===== src/rtl/tone_sequencer_if.sv =====
// Control and status bundle of the tone sequencer: mode/select inputs in,
// registered divider count and note status out.
interface tone_sequencer_if;
    logic        enable;
    logic        auto_mode;
    logic [2:0]  sw_sel;
    logic [31:0] count_end;
    logic [2:0]  note_idx;
    logic        tone_on;
    logic        update;

    modport master (
        output enable, auto_mode, sw_sel,
        input  count_end, note_idx, tone_on, update
    );

    modport slave (
        input  enable, auto_mode, sw_sel,
        output count_end, note_idx, tone_on, update
    );
endinterface


===== src/rtl/tone_sequencer.sv =====
// Tone sequencer: selects a half-period count from an 8-note scale, manually or
// by stepping automatically. Define TONE_SEQ_GAP_EN to insert silent gaps between auto notes.
module tone_sequencer #(
    parameter int unsigned DWELL_CYCLES = 25_000_000,
    parameter int unsigned GAP_CYCLES   = 2_500_000
) (
    input  logic           clock_in,
    input  logic           reset,
    tone_sequencer_if.slave bus
);

`ifdef TONE_SEQ_GAP_EN
    typedef enum logic [1:0] {IDLE, MANUAL, AUTO, GAP} state_t;
`else
    typedef enum logic [1:0] {IDLE, MANUAL, AUTO} state_t;
`endif

    localparam logic [31:0] DWELL_LAST = 32'(DWELL_CYCLES - 1);
`ifdef TONE_SEQ_GAP_EN
    localparam logic [31:0] GAP_LAST   = 32'(GAP_CYCLES - 1);
`endif

    function automatic logic [31:0] note_count(input logic [2:0] idx);
        case (idx)
            3'd0:    note_count = 32'd47801;
            3'd1:    note_count = 32'd42589;
            3'd2:    note_count = 32'd37936;
            3'd3:    note_count = 32'd35816;
            3'd4:    note_count = 32'd31928;
            3'd5:    note_count = 32'd28409;
            3'd6:    note_count = 32'd25329;
            default: note_count = 32'd23900;
        endcase
    endfunction

    state_t      state_q, state_d;
    logic [2:0]  note_q, note_d;
    logic [31:0] dwell_q, dwell_d;
    logic [31:0] count_q, count_d;
    logic        tone_q;
    logic        update_q;
`ifdef TONE_SEQ_GAP_EN
    logic [31:0] gap_q, gap_d;
`endif

    // NOTE: every signal driven here gets a default first, so no path can
    // leave it unassigned and infer a latch.
    always_comb begin
        state_d = state_q;
        note_d  = note_q;
        dwell_d = dwell_q;
`ifdef TONE_SEQ_GAP_EN
        gap_d   = gap_q;
`endif
        if (!bus.enable) begin
            state_d = IDLE;
            dwell_d = '0;
`ifdef TONE_SEQ_GAP_EN
            gap_d   = '0;
`endif
        end else begin
            case (state_q)
                IDLE, MANUAL: begin
                    if (bus.auto_mode) begin
                        state_d = AUTO;
                        note_d  = 3'd0;
                        dwell_d = '0;
                    end else begin
                        state_d = MANUAL;
                        note_d  = bus.sw_sel;
                    end
                end
                AUTO: begin
                    if (!bus.auto_mode) begin
                        state_d = MANUAL;
                        note_d  = bus.sw_sel;
                        dwell_d = '0;
                    end else if (dwell_q == DWELL_LAST) begin
                        dwell_d = '0;
`ifdef TONE_SEQ_GAP_EN
                        state_d = GAP;
                        gap_d   = '0;
`else
                        note_d  = note_q + 3'd1;
`endif
                    end else begin
                        dwell_d = dwell_q + 32'd1;
                    end
                end
`ifdef TONE_SEQ_GAP_EN
                GAP: begin
                    // note_idx keeps the last note through the gap and advances on exit.
                    if (!bus.auto_mode) begin
                        state_d = MANUAL;
                        note_d  = bus.sw_sel;
                        gap_d   = '0;
                    end else if (gap_q == GAP_LAST) begin
                        state_d = AUTO;
                        note_d  = note_q + 3'd1;
                        dwell_d = '0;
                        gap_d   = '0;
                    end else begin
                        gap_d   = gap_q + 32'd1;
                    end
                end
`endif
                default: state_d = IDLE;
            endcase
        end

        // Outputs are derived from the next state so they change on the same edge.
        count_d = ((state_d == MANUAL) || (state_d == AUTO)) ? note_count(note_d) : '0;
    end

    // NOTE: sequential state uses non-blocking assignments so every register
    // samples the pre-edge values, independent of statement order.
    always_ff @(posedge clock_in) begin
        if (reset) begin
            state_q  <= IDLE;
            note_q   <= 3'd0;
            dwell_q  <= '0;
            count_q  <= '0;
            tone_q   <= 1'b0;
            update_q <= 1'b0;
`ifdef TONE_SEQ_GAP_EN
            gap_q    <= '0;
`endif
        end else begin
            state_q  <= state_d;
            note_q   <= note_d;
            dwell_q  <= dwell_d;
            count_q  <= count_d;
            tone_q   <= (count_d != '0);
            update_q <= (count_d != count_q);
`ifdef TONE_SEQ_GAP_EN
            gap_q    <= gap_d;
`endif
        end
    end

    assign bus.count_end = count_q;
    assign bus.note_idx  = note_q;
    assign bus.tone_on   = tone_q;
    assign bus.update    = update_q;

endmodule

===== src/flat_wrapper.sv =====
// flat-port wrapper written by rule: the top's interface ports become plain ports
module tone_sequencer_flat 
#(
    parameter int unsigned DWELL_CYCLES = 25_000_000,
    parameter int unsigned GAP_CYCLES   = 2_500_000
)
  (clock_in, reset, bus_enable, bus_auto_mode, bus_sw_sel, bus_count_end, bus_note_idx, bus_tone_on, bus_update);
  tone_sequencer_if bus_i ();
  input  logic clock_in;
  input  logic reset;
  input wire logic [$bits(bus_i.enable)-1:0] bus_enable;
  input wire logic [$bits(bus_i.auto_mode)-1:0] bus_auto_mode;
  input wire logic [$bits(bus_i.sw_sel)-1:0] bus_sw_sel;
  output wire logic [$bits(bus_i.count_end)-1:0] bus_count_end;
  output wire logic [$bits(bus_i.note_idx)-1:0] bus_note_idx;
  output wire logic [$bits(bus_i.tone_on)-1:0] bus_tone_on;
  output wire logic [$bits(bus_i.update)-1:0] bus_update;
  assign bus_i.enable = bus_enable;
  assign bus_i.auto_mode = bus_auto_mode;
  assign bus_i.sw_sel = bus_sw_sel;
  assign bus_count_end = bus_i.count_end;
  assign bus_note_idx = bus_i.note_idx;
  assign bus_tone_on = bus_i.tone_on;
  assign bus_update = bus_i.update;
  tone_sequencer #(.DWELL_CYCLES(DWELL_CYCLES), .GAP_CYCLES(GAP_CYCLES)) u_core (.clock_in(clock_in), .reset(reset), .bus(bus_i));
endmodule

===== config.mk =====
export PLATFORM = sky130hd
export DESIGN_NAME = tone_sequencer_flat
export DESIGN_NICKNAME = d
export VERILOG_FILES = /design/src/rtl/tone_sequencer_if.sv /design/src/rtl/tone_sequencer.sv /design/src/flat_wrapper.sv
export SDC_FILE = /design/constraint.sdc
export NUM_CORES = 1
export LEC_CHECK = 0
export CORE_AREA = 2 2 102 79
export CTS_BUF_LIST = sky130_fd_sc_hd__clkbuf_4
export DETAILED_ROUTE_END_ITERATION = 16
export DIE_AREA = 0 0 104 81
export PLACE_DENSITY_LB_ADDON = 0.12
export SLEW_MARGIN = 20
export SYNTH_ARGS = -nofsm -noshare
export SYNTH_HDL_FRONTEND = slang
export SYNTH_SLANG_ARGS = --single-unit
export TNS_END_PERCENT = 1

===== constraint.sdc =====
create_clock -name clock_in -period 2.5 [get_ports clock_in]
set_clock_uncertainty 0.15 [all_clocks]
set_input_delay 0.25 -clock clock_in [delete_from_list [all_inputs] [get_ports clock_in]]
set_output_delay 0.25 -clock clock_in [all_outputs]
set_load 0.02 [all_outputs]

# Word level (Yosys, flattened, before mapping)
# Cells that the tools add are included.
classes:
  addsub: 2
  eq_ne: 13
  n_mux: 15
  bitwise: 1
  n_reduce_logical: 8
ops:
  columns: ["op", "count"]
  rows:
  - ["16-bit one-hot mux with 7 select lines", 1]
  - ["32-bit 2-to-1 mux", 3]
  - ["32-bit one-hot mux with 2 select lines", 1]
  - ["32-bit by 1-bit adder with 32-bit output, second input constant", 1]
  - ["32-bit by 25-bit equality test with 1-bit output, second input constant", 1]
  - ["32-bit inequality test", 1]
  - ["32-bit nonzero test", 1]
  - ["16-bit 2-to-1 mux", 1]
  - ["3-bit 2-to-1 mux", 4]
  - ["3-bit equality test, second input constant", 3]
  - ["3-bit by 2-bit equality test with 1-bit output, second input constant", 2]
  - ["2-bit 2-to-1 mux", 3]
  - ["3-bit one-hot mux with 2 select lines", 1]
  - ["2-bit by 1-bit equality test with 1-bit output, second input constant", 2]
  - ["2-bit equality test, second input constant", 2]
  - ["2-bit one-hot mux with 2 select lines", 1]
  - ["2-bit OR reduction", 2]
  - ["3-bit by 1-bit adder with 3-bit output, second input constant", 1]
  - ["3-bit by 1-bit equality test with 1-bit output, second input constant", 1]
  - ["3-bit zero test", 1]
  - ["2-bit zero test", 1]
  - ["2-bit inequality test, second input constant", 1]
  - ["2-bit AND reduction", 1]
  - ["2-bit nonzero test", 1]
  - ["2 further kinds", 2]
totals:
  register_bits: 71
  inputBits: 7
  out_inout_bits: 37
  word_cells: 45

# Depth between registers and ports, before layout
# Gate-level depths: netlist (run 1).
logic_depth:
  word_depth: 9
  mapped_depth: 11
  mapped_depth_nobuf: 10

# Worst setup path after synthesis (run 1)
# No wires, ideal clock.
synth_timing:
  path_type: "reg2reg"
  start: "register u_core.dwell_q[0]"
  end: "register u_core.update_q (netlist: u_core.bus.update)"
  setup_ps: 140
  arrival_time_ps: 2377
  t_required_ps: 2210
  setup_slack_ps: -167
  stages_incl_launch_ff: 12
  n_path_buf: 1
  synth_period_minus_slack_ps: 2667
  path_cell_list: "dfxtp_1 ha_1 nand3_2 or3_1 nor3_2 o211a_1 buf_4 xnor2_1 o211a_1 o2111ai_1 nor4b_2 a41oi_1"
synth_between:
  elab_chain_len: 9
  word_cells_on_any_way: 15
  cone_classes: "8 x eq/ne; 6 x mux; 1 x reduce/logical"
synth_rtl:
  columns: ["element", "line", "source"]
  rows:
  - ["start, declared", "tone_sequencer.sv:38", "logic [31:0] dwell_q, dwell_d;"]
  - ["start signal, assigned", "tone_sequencer.sv:131", "dwell_q <= dwell_d;"]
  - ["32-bit by 25-bit equality test with 1-bit output (*)", "tone_sequencer.sv:78", "end else if (dwell_q == DWELL_LAST) begin"]
  - ["3-bit 2-to-1 mux (*)", "tone_sequencer.sv:78", null]
  - ["3-bit 2-to-1 mux (*)", "tone_sequencer.sv:74", "if (!bus.auto_mode) begin"]
  - ["3-bit one-hot mux with 2 select lines (*)", "tone_sequencer.sv:62", "case (state_q)"]
  - ["3-bit 2-to-1 mux (*)", "tone_sequencer.sv:55", "if (!bus.enable) begin"]
  - ["3-bit equality test, or another cell as far along", "tone_sequencer.sv:24", "case (idx)"]
  - ["16-bit one-hot mux with 7 select lines (*)", "tone_sequencer.sv:24", null]
  - ["16-bit 2-to-1 mux (*)", "tone_sequencer.sv:112", "count_d = ((state_d == MANUAL) || (state_d == AUTO)) ? note_count(note_d) : '0;"]
  - ["32-bit inequality test (*)", "tone_sequencer.sv:134", "update_q <= (count_d != count_q);"]
  - ["end signal, assigned", "tone_sequencer.sv:134", null]
  - ["end, declared", "tone_sequencer.sv:41", "logic update_q;"]
# Every way passes the cells marked *; elsewhere a longest branch is shown, timed or not.
# A chain may end at the register's enable or synchronous reset.

# Final worst setup path (run 1)
layout_timing:
  start: "register u_core.dwell_q[25]"
  end: "register u_core.update_q (netlist: u_core.bus.update)"
# Same word-level chain as after synthesis.

==> flow_summary_export.csv, run 1 <==
group,metric,value,unit
sta,hold_viol,0,
power,p_leak,1.758,nW
cells_and_area,antennaDiodeCount,0,
global_route,grt_max_degree,29,
setup_path,crit_type,"reg -> reg",
sta,fin_crit,2.712,ns
floorplanning,coreArea,7567,sq um
setup_path,critPathLaunchType,"register",
clock_network,cts_tree,"yes",
clock_network,cts_root_buffer,"clkbuf_4",
global_route,gr-total-overflow,0,
power,p_sw_frac,0.2980,
clock_network,cts-buffers-inserted,5,
sta,timing.final.crit_share,1.085,
clock_network,clockBufferDepth,2,
floorplanning,fp.dieW,104,um
placed_design,hpwl,6427,um
power,p_per_area,379.4,nW/um^2
cells_and_area,final_common_cell,"buf_4",
clock_network,htreeDepth,2,
sta,max_freq,0.3687,GHz
floorplanning,num_rows,28,
synth,avgSynthCellArea,8.175,sq um
power,clockPowerShare,0.240,
synth,synthesis.area,3033,sq um
floorplanning,die_area,8424,sq um
outcome,status,"complete, but fails checks",
placed_design,io_buffers,26,
global_route,grt_pass1_vias,2774,
floorplanning,ioPinCount,44,
floorplanning,start_util,0.4008,
cells_and_area,area_growth,43.32,%
route,ant_nets,0,
synth,yosysWarningCount,0,
placed_design,gp_congestion,0.8418,
min_path,hold_class,"reg -> reg",
power,ir_drop,0.0001791,V
setup_path,slowest_delay,0.37,ns
clock_network,clk_latency,0.38,ns
synth,ys.flop_type,"dfxtp_1",
power,p_sw,0.0004914,W
setup_path,critPathCaptureType,"register",
outcome,violations,"negative setup slack",
route,dr.pass1.iters,5,
sta,grt_setup_unrepaired,"true",
placed_design,dpl_cell_area,4028,sq um
setup_path,critPathSlowestCell,"dfxtp_2",
synth,synth.distinct_cells,60,
sta,setup_viol,2,
power,p_int,0.001158,W
power,pwr-share-seq,0.545,
route,vias,3144,
clock_network,clock-sinks,54,
synth,synth-seq-cells,54,
cells_and_area,post-route-util,0.5744,
global_route,grt_pass1_wl,14100,um
setup_path,crit_required,2.62,ns
sta,maxSlewHeadroom,0.6154,
route,wl_per_cell,14.96,um
cells_and_area,mostFrequentLayoutCells,"buf_4, nor2_1, dfxtp_1",
route,drtIter0Drc,219,
synth,seq_area_frac_synth,0.3564,
power,combPwrFrac,0.215,
cells_and_area,nets,501,
sta,tightest_slew,0.5769,ns
global_route,antenna_found_initial,0,
synth,synth_edf_count,0,
sta,setup_tns,-0.2705,ns
cells_and_area,drive_gt1_frac,0.3171,
floorplanning,fp.dieH,81,um
cells_and_area,fin_cells,597,
clock_network,clkTransAtPathRegs,0.16,ns
global_route,track_usage,0.2127,
sta,slew_viol_final,0,
sta,fin_ws,-0.2120,ns
setup_path,path_max_fanout,4,
setup_path,cp.arrival,2.83,ns
run,max-cap-violations,0,
synth,synthCells,371,
synth,async_flop_share,0,
route,via_per_inst,5.266,
setup_path,crit_chain,"nor4_4, and4_4, nand3_2, mux2_4, buf_4, maj3_1, nand2_1, o2111ai_1, nor4b_2, a41oi_1",
route,wirelength,8934,um
route,drc_errors,0,
placed_design,dp.cells,581,
cells_and_area,final_area,4347,sq um
-- final cells by class --
type | instances | area, sq um
Clock inverter | 1 | 7.507
Tap cell | 105 | 131.4
Timing Repair Buffer | 127 | 1041
Multi-Input combinational cell | 295 | 1996
Fill cell | 739 | 3221
Clock buffer | 6 | 45.04
Sequential cell | 54 | 1092
Inverter | 9 | 33.78
-- kinds of logic after synthesis --
| group | synth area share |
|---|---|
| adders and majority gates | 0.01155 |
| DFF | 0.3564 |
| muxes | 0.01196 |
| and+or+nand+nor | 0.3119 |
| xor gates and xnor gates | 0.08374 |
| other | 0.001236 |
| buffers and inverters | 0.07797 |
| AOI/OAI and AO/OA | 0.1452 |
-- cell usage after synthesis, types with 5 or more instances --
cell type,instances,area [sq um]
nor4_1,5,31.28
and3_1,10,62.56
buf_4,20,150.1
xnor2_1,12,105.1
and2_1,6,37.54
a21oi_1,20,100.1
inv_1,9,33.78
xor2_1,17,148.9
nor2_1,51,191.4
nand2_1,30,112.6
dfxtp_1,54,1081
clkbuf_1,7,26.28
nand4_1,14,87.58
nor3_1,12,60.06
o21ai_0,13,65.06
nand3_1,14,70.07
-- through the flow --
step / total power (W) / setup slack [ns] / hold slack (ns)
4_1_cts: 0.001649 / -0.2098 / 0.4242
3_5_place_dp: 0.001236 / -0.4563 / 0.3867
3_3_place_gp: 0.001233 / -0.4852 / 0.3732
6_report: 0.001649 / -0.2120 / 0.3861
5_1_grt: 0.001728 / -0.3580 / 0.4055
2_1_floorplan: 0.001113 / -0.04808 / 0.1650
-- critical path, delay by kind of cell, from the launching register on --
family	cells	cell delay, ns
and+or+nand+nor	5	1.01
DFF	1	0.37
muxes	1	0.34
adders and majority gates	1	0.34
AOI/OAI and AO/OA	2	0.24
buffers and inverters	1	0.14
-- registers in the layout, indices dropped and copies added, names as in the netlist --
name and cells:
u_core.bus.update 1, u_core.state_q 2, u_core.dwell_q 32, u_core.bus.note_idx 3
u_core.bus.tone_on 1, u_core.bus.count_end 15
-- per-layer routing --
metal	routed length (um)	share of wire	GRT usage
met1	4692	0.53	0.3278
met2	3633	0.41	0.2980
met3	512	0.057	0.03612
met4	95	0.011	0.06351
met5	0	0	0
-- what timing repair did --
item                       4_1_cts  5_1_grt
buffers inserted                 6        1
hold buffers                     0        0
gates cloned                     2        0
resized for setup               17       23
setup endpoints to repair       11       36
pin swaps                        9        7
-- final timing paths --
path / startpoint / endpoint / slack [ns] / cells past startpoint
setup / recovery: u_core.dwell_q[25] / u_core.bus.update / -0.21 / 10
setup reg to reg: u_core.dwell_q[25] / u_core.bus.update / -0.21 / 10
hold / removal: u_core.dwell_q[21] / u_core.dwell_q[21] / 0.39 / 2
hold reg to reg: u_core.dwell_q[21] / u_core.dwell_q[21] / 0.39 / 2
-- power by group through the flow --
stage / sequential, W / combinational, W / clock, W
floorplan: 0.000933 / 0.000180 / 0
detailed placement: 0.000916 / 0.000320 / 0
finish: 0.000898 / 0.000355 / 0.000396
global placement: 0.000916 / 0.000317 / 0
CTS: 0.000897 / 0.000339 / 0.000412
global route: 0.000901 / 0.000382 / 0.000445
(Power assumes the default switching activity.)
==> inputs of run 2 (changes only) <==
--- a/config.mk
+++ b/config.mk
@@ -7,9 +7,11 @@
 export LEC_CHECK = 0
 export CORE_AREA = 2 2 102 79
 export CTS_BUF_LIST = sky130_fd_sc_hd__clkbuf_4
+export CTS_CLUSTER_DIAMETER = 50
 export DETAILED_ROUTE_END_ITERATION = 16
 export DIE_AREA = 0 0 104 81
 export PLACE_DENSITY_LB_ADDON = 0.12
+export REMOVE_ABC_BUFFERS = 1
 export SLEW_MARGIN = 20
 export SYNTH_ARGS = -nofsm -noshare
 export SYNTH_HDL_FRONTEND = slang
==> run 2 against run 1 <==
Sequential power is essentially flat. The run still ends with negative setup slack left. Setup slack gained 0.0031 ns. Utilization decreased by 0.083 points. Flip-flop and latch count stayed put. Critical endpoint unchanged. Critical path depth stayed put.
==> flow_summary_export.csv, run 2 (synthesized netlist as in run 1, its figures left out) <==
group,metric,value,unit
outcome,status,"complete, but fails checks",
outcome,violations,"negative setup slack",
route,ant_nets,0,
floorplanning,start_util,0.4008,
placed_design,hpwl,6153,um
setup_path,cp.arrival,2.82,ns
floorplanning,fp.dieW,104,um
power,p_per_area,399.2,nW/um^2
cells_and_area,area_growth,43.11,%
setup_path,crit_type,"reg -> reg",
setup_path,critPathLaunchType,"register",
clock_network,clkTransAtPathRegs,0.16,ns
setup_path,critPathCaptureType,"register",
floorplanning,num_rows,28,
sta,hold_viol,0,
clock_network,clock-sinks,54,
floorplanning,fp.dieH,81,um
sta,fin_ws,-0.2089,ns
global_route,grt_pass1_vias,2710,
power,p_leak,1.768,nW
clock_network,clk_latency,0.37,ns
placed_design,io_buffers,26,
cells_and_area,largest_reg_flops,32,
clock_network,htreeDepth,2,
clock_network,cts-buffers-inserted,5,
cells_and_area,largest_register,"u_core.dwell_q",
placed_design,dpl_cell_area,3944,sq um
global_route,gr-total-overflow,0,
sta,maxSlewHeadroom,0.6725,
route,vias,2974,
sta,fin_crit,2.709,ns
cells_and_area,drive_gt1_frac,0.3162,
global_route,grt_pass1_wl,13400,um
min_path,hold_class,"reg -> reg",
route,wl_per_cell,14.29,um
cells_and_area,final_common_cell,"buf_4",
cells_and_area,final_area,4340,sq um
global_route,grt_max_degree,29,
sta,setup_viol,2,
route,wl_met1,4379,um
sta,tightest_slew,0.4861,ns
sta,timing.final.crit_share,1.084,
clock_network,cts_root_buffer,"clkbuf_4",
cells_and_area,fill_cells,718,
clock_network,cts_tree,"yes",
cells_and_area,mostFrequentLayoutCells,"buf_4, nor2_1, dfxtp_1",
cells_and_area,antennaDiodeCount,0,
route,drc_errors,0,
setup_path,crit_chain,"ha_4, nand3_4, nor3_4, nand3_4, mux2_4, o41ai_2, o211a_1, o2111ai_1, nor4b_2, a41oi_1",
setup_path,crit_top_cell,"nand3_4",
clock_network,clockBufferDepth,2,
cells_and_area,nets,495,
route,dr_wl_met2,3565,um
setup_path,crit_required,2.61,ns
global_route,track_usage,0.1990,
global_route,antenna_found_initial,0,
placed_design,place_ws,-0.4906,ns
route,wl_met3,456,um
power,ir_drop,0.0002055,V
route,drtIter0Drc,132,
sta,max_freq,0.3692,GHz
placed_design,gp_congestion,0.9114,
power,power.total,0.001733,W
setup_path,critPathSlowestCell,"dfxtp_2",
route,dr.pass1.iters,4,
sta,grt_setup_unrepaired,"true",
setup_path,path_max_fanout,6,
floorplanning,die_area,8424,sq um
route,top_layer,"met4",
floorplanning,coreArea,7567,sq um
sta,slew_viol_final,0,
route,wirelength,8457,um
run,max-cap-violations,0,
floorplanning,ioPinCount,44,
route,via_per_inst,5.024,
setup_path,slowest_delay,0.38,ns
==> run 2: cell type report <==
class | instances | area (sq um) | area share
Tap cell | 105 | 131.4 | 0.03027
Inverter | 9 | 33.78 | 0.007783
Sequential cell | 54 | 1092 | 0.2517
Clock inverter | 3 | 40.04 | 0.009225
Multi-Input combinational cell | 293 | 1986 | 0.4575
Clock buffer | 5 | 37.54 | 0.008648
Timing Repair Buffer | 123 | 1020 | 0.2349
==> run 2: power breakdown <==
part | switching, W | leakage [nW] | internal (W)
Sequential | 0.0000190 | 0.443 | 0.000879
Clock | 0.000277 | 0.0450 | 0.000208
Combinational | 0.000189 | 1.28 | 0.000160
Total | 0.000485 | 1.77 | 0.00125
==> run 2: timing repair <==
item / 4_1_cts / 5_1_grt
resized for setup: 22 / 28
buffers inserted: 8 / 3
pin swaps: 14 / 13
hold endpoints to repair: 0 / 0
hold buffers: 0 / 0
setup endpoints to repair: 5 / 35
==> run 2: critical path: cells and delay by family (launching register included) <==
kind	cells	cell delay, ns
simple gates	4	0.83
compound gates	4	0.71
flops	1	0.38
mux	1	0.36
fa+ha+maj	1	0.15
==> run 2: metrics by stage <==
step / std cells / util / hold WS, ns / setup TNS (ns)
6_report: 592 / 0.5736 / 0.3959 / -0.2889
5_1_grt: 592 / 0.5736 / 0.4246 / -1.831
4_1_cts: 589 / 0.5537 / 0.3906 / -0.2179
3_5_place_dp: 573 / 0.5212 / 0.3760 / -1.445
3_3_place_gp: 573 / 0.5212 / 0.3589 / -1.124
2_1_floorplan: 356 / - / 0.1716 / -7.734
==> run 2: layer usage <==
layer / vias to the layer above / GRT usage
li1: 1512 / -
met3: 6 / 0.02970
met5: - / 0
met1: 1389 / 0.2993
met4: 0 / 0.04054
met2: 67 / 0.3013
==> run 2: final timing paths <==
kind,start,end,slack [ns],depth (start not counted)
min reg2reg,u_core.dwell_q[21],u_core.dwell_q[21],0.40,2
min,u_core.dwell_q[21],u_core.dwell_q[21],0.40,2
max reg2reg,u_core.dwell_q[0],u_core.bus.update,-0.21,10
max,u_core.dwell_q[0],u_core.bus.update,-0.21,10
==> inputs of run 3 (changes only) <==
--- a/config.mk
+++ b/config.mk
@@ -7,11 +7,11 @@
 export LEC_CHECK = 0
 export CORE_AREA = 2 2 102 79
 export CTS_BUF_LIST = sky130_fd_sc_hd__clkbuf_4
-export CTS_CLUSTER_DIAMETER = 50
 export DETAILED_ROUTE_END_ITERATION = 16
 export DIE_AREA = 0 0 104 81
 export PLACE_DENSITY_LB_ADDON = 0.12
 export REMOVE_ABC_BUFFERS = 1
+export SKIP_LAST_GASP = 1
 export SLEW_MARGIN = 20
 export SYNTH_ARGS = -nofsm -noshare
 export SYNTH_HDL_FRONTEND = slang
==> constraint.sdc (replaced) <==
create_clock -name clock_in -period 3.1 [get_ports clock_in]
set_clock_uncertainty 0.15 [all_clocks]
set_input_delay 0.31 -clock clock_in [delete_from_list [all_inputs] [get_ports clock_in]]
set_output_delay 0.31 -clock clock_in [all_outputs]
set_load 0.02 [all_outputs]
==> run 3 against run 2 <==
The run now ends clean. Hold slack worse by 0.036 ns. Fmax down 8.0%. Die area unchanged. Total power down 22%. Wire length down 11%. Via count down 7.9%. Global-route usage down 1.8 points. Critical path type unchanged. Largest power group unchanged.
==> flow_summary_export.csv, run 3 (synthesized netlist as in run 1, its figures left out) <==
group,metric,value,unit
sta,tightest_slew,0.7483,ns
floorplanning,fp.dieW,104,um
clock_network,clock-sinks,54,
power,pwr-share-seq,0.536,
setup_path,critPathLaunchType,"register",
sta,maxSlewHeadroom,0.4965,
global_route,track_usage,0.1808,
floorplanning,num_rows,28,
clock_network,cts-buffers-inserted,5,
sta,hold_viol,0,
sta,fin_crit,2.946,ns
setup_path,critPathCaptureType,"register",
route,dr.pass1.iters,4,
floorplanning,coreArea,7567,sq um
route,wirelength,7504,um
setup_path,path_max_fanout,12,
power,p_per_area,380.1,nW/um^2
global_route,antenna_found_initial,0,
route,via_per_inst,5.290,
sta,max_freq,0.3395,GHz
run,max-cap-violations,0,
placed_design,dpl_cell_area,3451,sq um
clock_network,clk_latency,0.36,ns
route,top_layer,"met4",
power,p_leak,1.303,nW
outcome,status,"completed",
placed_design,io_buffers,26,
route,dr_wl_met2,2909,um
cells_and_area,antennaDiodeCount,0,
global_route,gr-total-overflow,0,
setup_path,path_buf_inv,1,
setup_path,cp.arrival,3.04,ns
sta,setup_viol,0,
power,p_sw_frac,0.2685,
route,wl_met1,4116,um
sta,timing.final.crit_share,0.9502,
clock_network,clockBufferDepth,2,
setup_path,critPathSlowestCell,"or3_1",
clock_network,htreeDepth,2,
power,clockPowerShare,0.296,
cells_and_area,fill_cells,781,
cells_and_area,nets,421,
route,wl_met3,419,um
cells_and_area,drive_gt1_frac,0.1259,
floorplanning,fp.dieH,81,um
clock_network,cts_root_buffer,"clkbuf_4",
cells_and_area,final_area,3566,sq um
cells_and_area,area_growth,17.57,%
global_route,grt_pass1_wl,12140,um
route,ant_nets,0,
power,combPwrFrac,0.168,
cells_and_area,mostFrequentLayoutCells,"dfxtp_1, nor2_1, nand2_1",
clock_network,clkTransAtPathRegs,0.15,ns
min_path,hold_class,"reg -> reg",
setup_path,crit_chain,"ha_1, nand3_2, or3_1, nor3_4, o211ai_2, buf_4, nor4_1, o31a_1, a31oi_1, o32ai_1, a41oi_1",
route,drtIter0Drc,126,
clock_network,cts_tree,"yes",
setup_path,slowest_delay,0.45,ns
cells_and_area,final_common_cell,"dfxtp_1",
setup_path,critical_path.top_delay_family,"simple AND/OR/NAND/NOR gates",
setup_path,crit_required,3.20,ns
placed_design,gp_congestion,0.8763,
floorplanning,start_util,0.4008,
sta,slew_viol_final,0,
power,power.total,0.001355,W
power,ir_drop,0.0001495,V
power,p_sw,0.0003639,W
cells_and_area,largest_register,"u_core.dwell_q",
setup_path,crit_type,"reg -> reg",
route,drc_errors,0,
global_route,grt_pass1_vias,2329,
floorplanning,die_area,8424,sq um
route,vias,2740,
cells_and_area,largest_reg_flops,32,
route,wl_per_cell,14.49,um
power,p_int,0.0009915,W
floorplanning,ioPinCount,44,
placed_design,hpwl,5686,um
global_route,grt_max_degree,29,
-- run 3: changes by cell type in the layout (fill, tap and decap cells not counted), moves of 4 or more --
cell     delta
nor4_4      -4
buf_4      -69
dfxtp_1     +9
dfxtp_2     -9
buf_6       -4
-- run 3: what timing repair did --
action / 4_1_cts / 5_1_grt
hold buffers: 0 / 0
resized for setup: 0 / 4
buffers inserted: 0 / 1
endpoints found under the setup margin: 0 / 1
-- run 3: layout make-up --
class                   count  area, sq um  area share
multi-input cells         293         1800      0.5049
repair buffers             49        436.7      0.1225
well taps                 105        131.4     0.03684
flip-flops and latches     54         1081      0.3032
clock buffers               7        52.55     0.01474
clock inverters             1        30.03    0.008421
inverters                   9        33.78    0.009474
-- run 3: power by group through the flow --
stage | sequential, W | combinational (W) | clock [W]
finish | 0.000727 | 0.000228 | 0.000401
global route | 0.000730 | 0.000249 | 0.000446
CTS | 0.000727 | 0.000222 | 0.000423
detailed placement | 0.000742 | 0.000221 | 0
global placement | 0.000742 | 0.000221 | 0
floorplan | 0.000753 | 0.000118 | 0
-- run 3: metal layers --
metal / global-route usage / vias up
li1: - / 1374
met1: 0.2894 / 1291
met2: 0.2480 / 70
met3: 0.02809 / 5
met4: 0.04054 / 0
met5: 0 / -
-- run 3: worst register-to-register path: cells and delay by family (launching register included) --
kind	cells	cell delay, ns
simple gates	4	1.00
compound gates	5	0.78
flops	1	0.42
buf+inv	1	0.25
fa+ha+maj	1	0.24
-- run 3: worst paths after layout --
kind | start | to | slack, ns | cells after the start
min | u_core.dwell_q[31] | u_core.dwell_q[31] | 0.36 | 2
max reg2reg | u_core.dwell_q[0] | u_core.bus.update | 0.15 | 11
min reg2reg | u_core.dwell_q[31] | u_core.dwell_q[31] | 0.36 | 2
max | u_core.dwell_q[0] | u_core.bus.update | 0.15 | 11
-- run 3: stage by stage --
stage | TNS (ns) | util | setup WS (ns) | std cells | hold slack (ns)
global placement | 0 | 0.4560 | 0.02711 | 509 | 0.3248
floorplan | 0 | - | 0.2151 | 356 | 0.2316
global route | -0.006376 | 0.4712 | -0.006376 | 518 | 0.3852
detailed placement | -0.009796 | 0.4560 | -0.009796 | 509 | 0.3431
finish | 0 | 0.4712 | 0.1542 | 518 | 0.3603
CTS | 0 | 0.4669 | 0.1071 | 517 | 0.3608
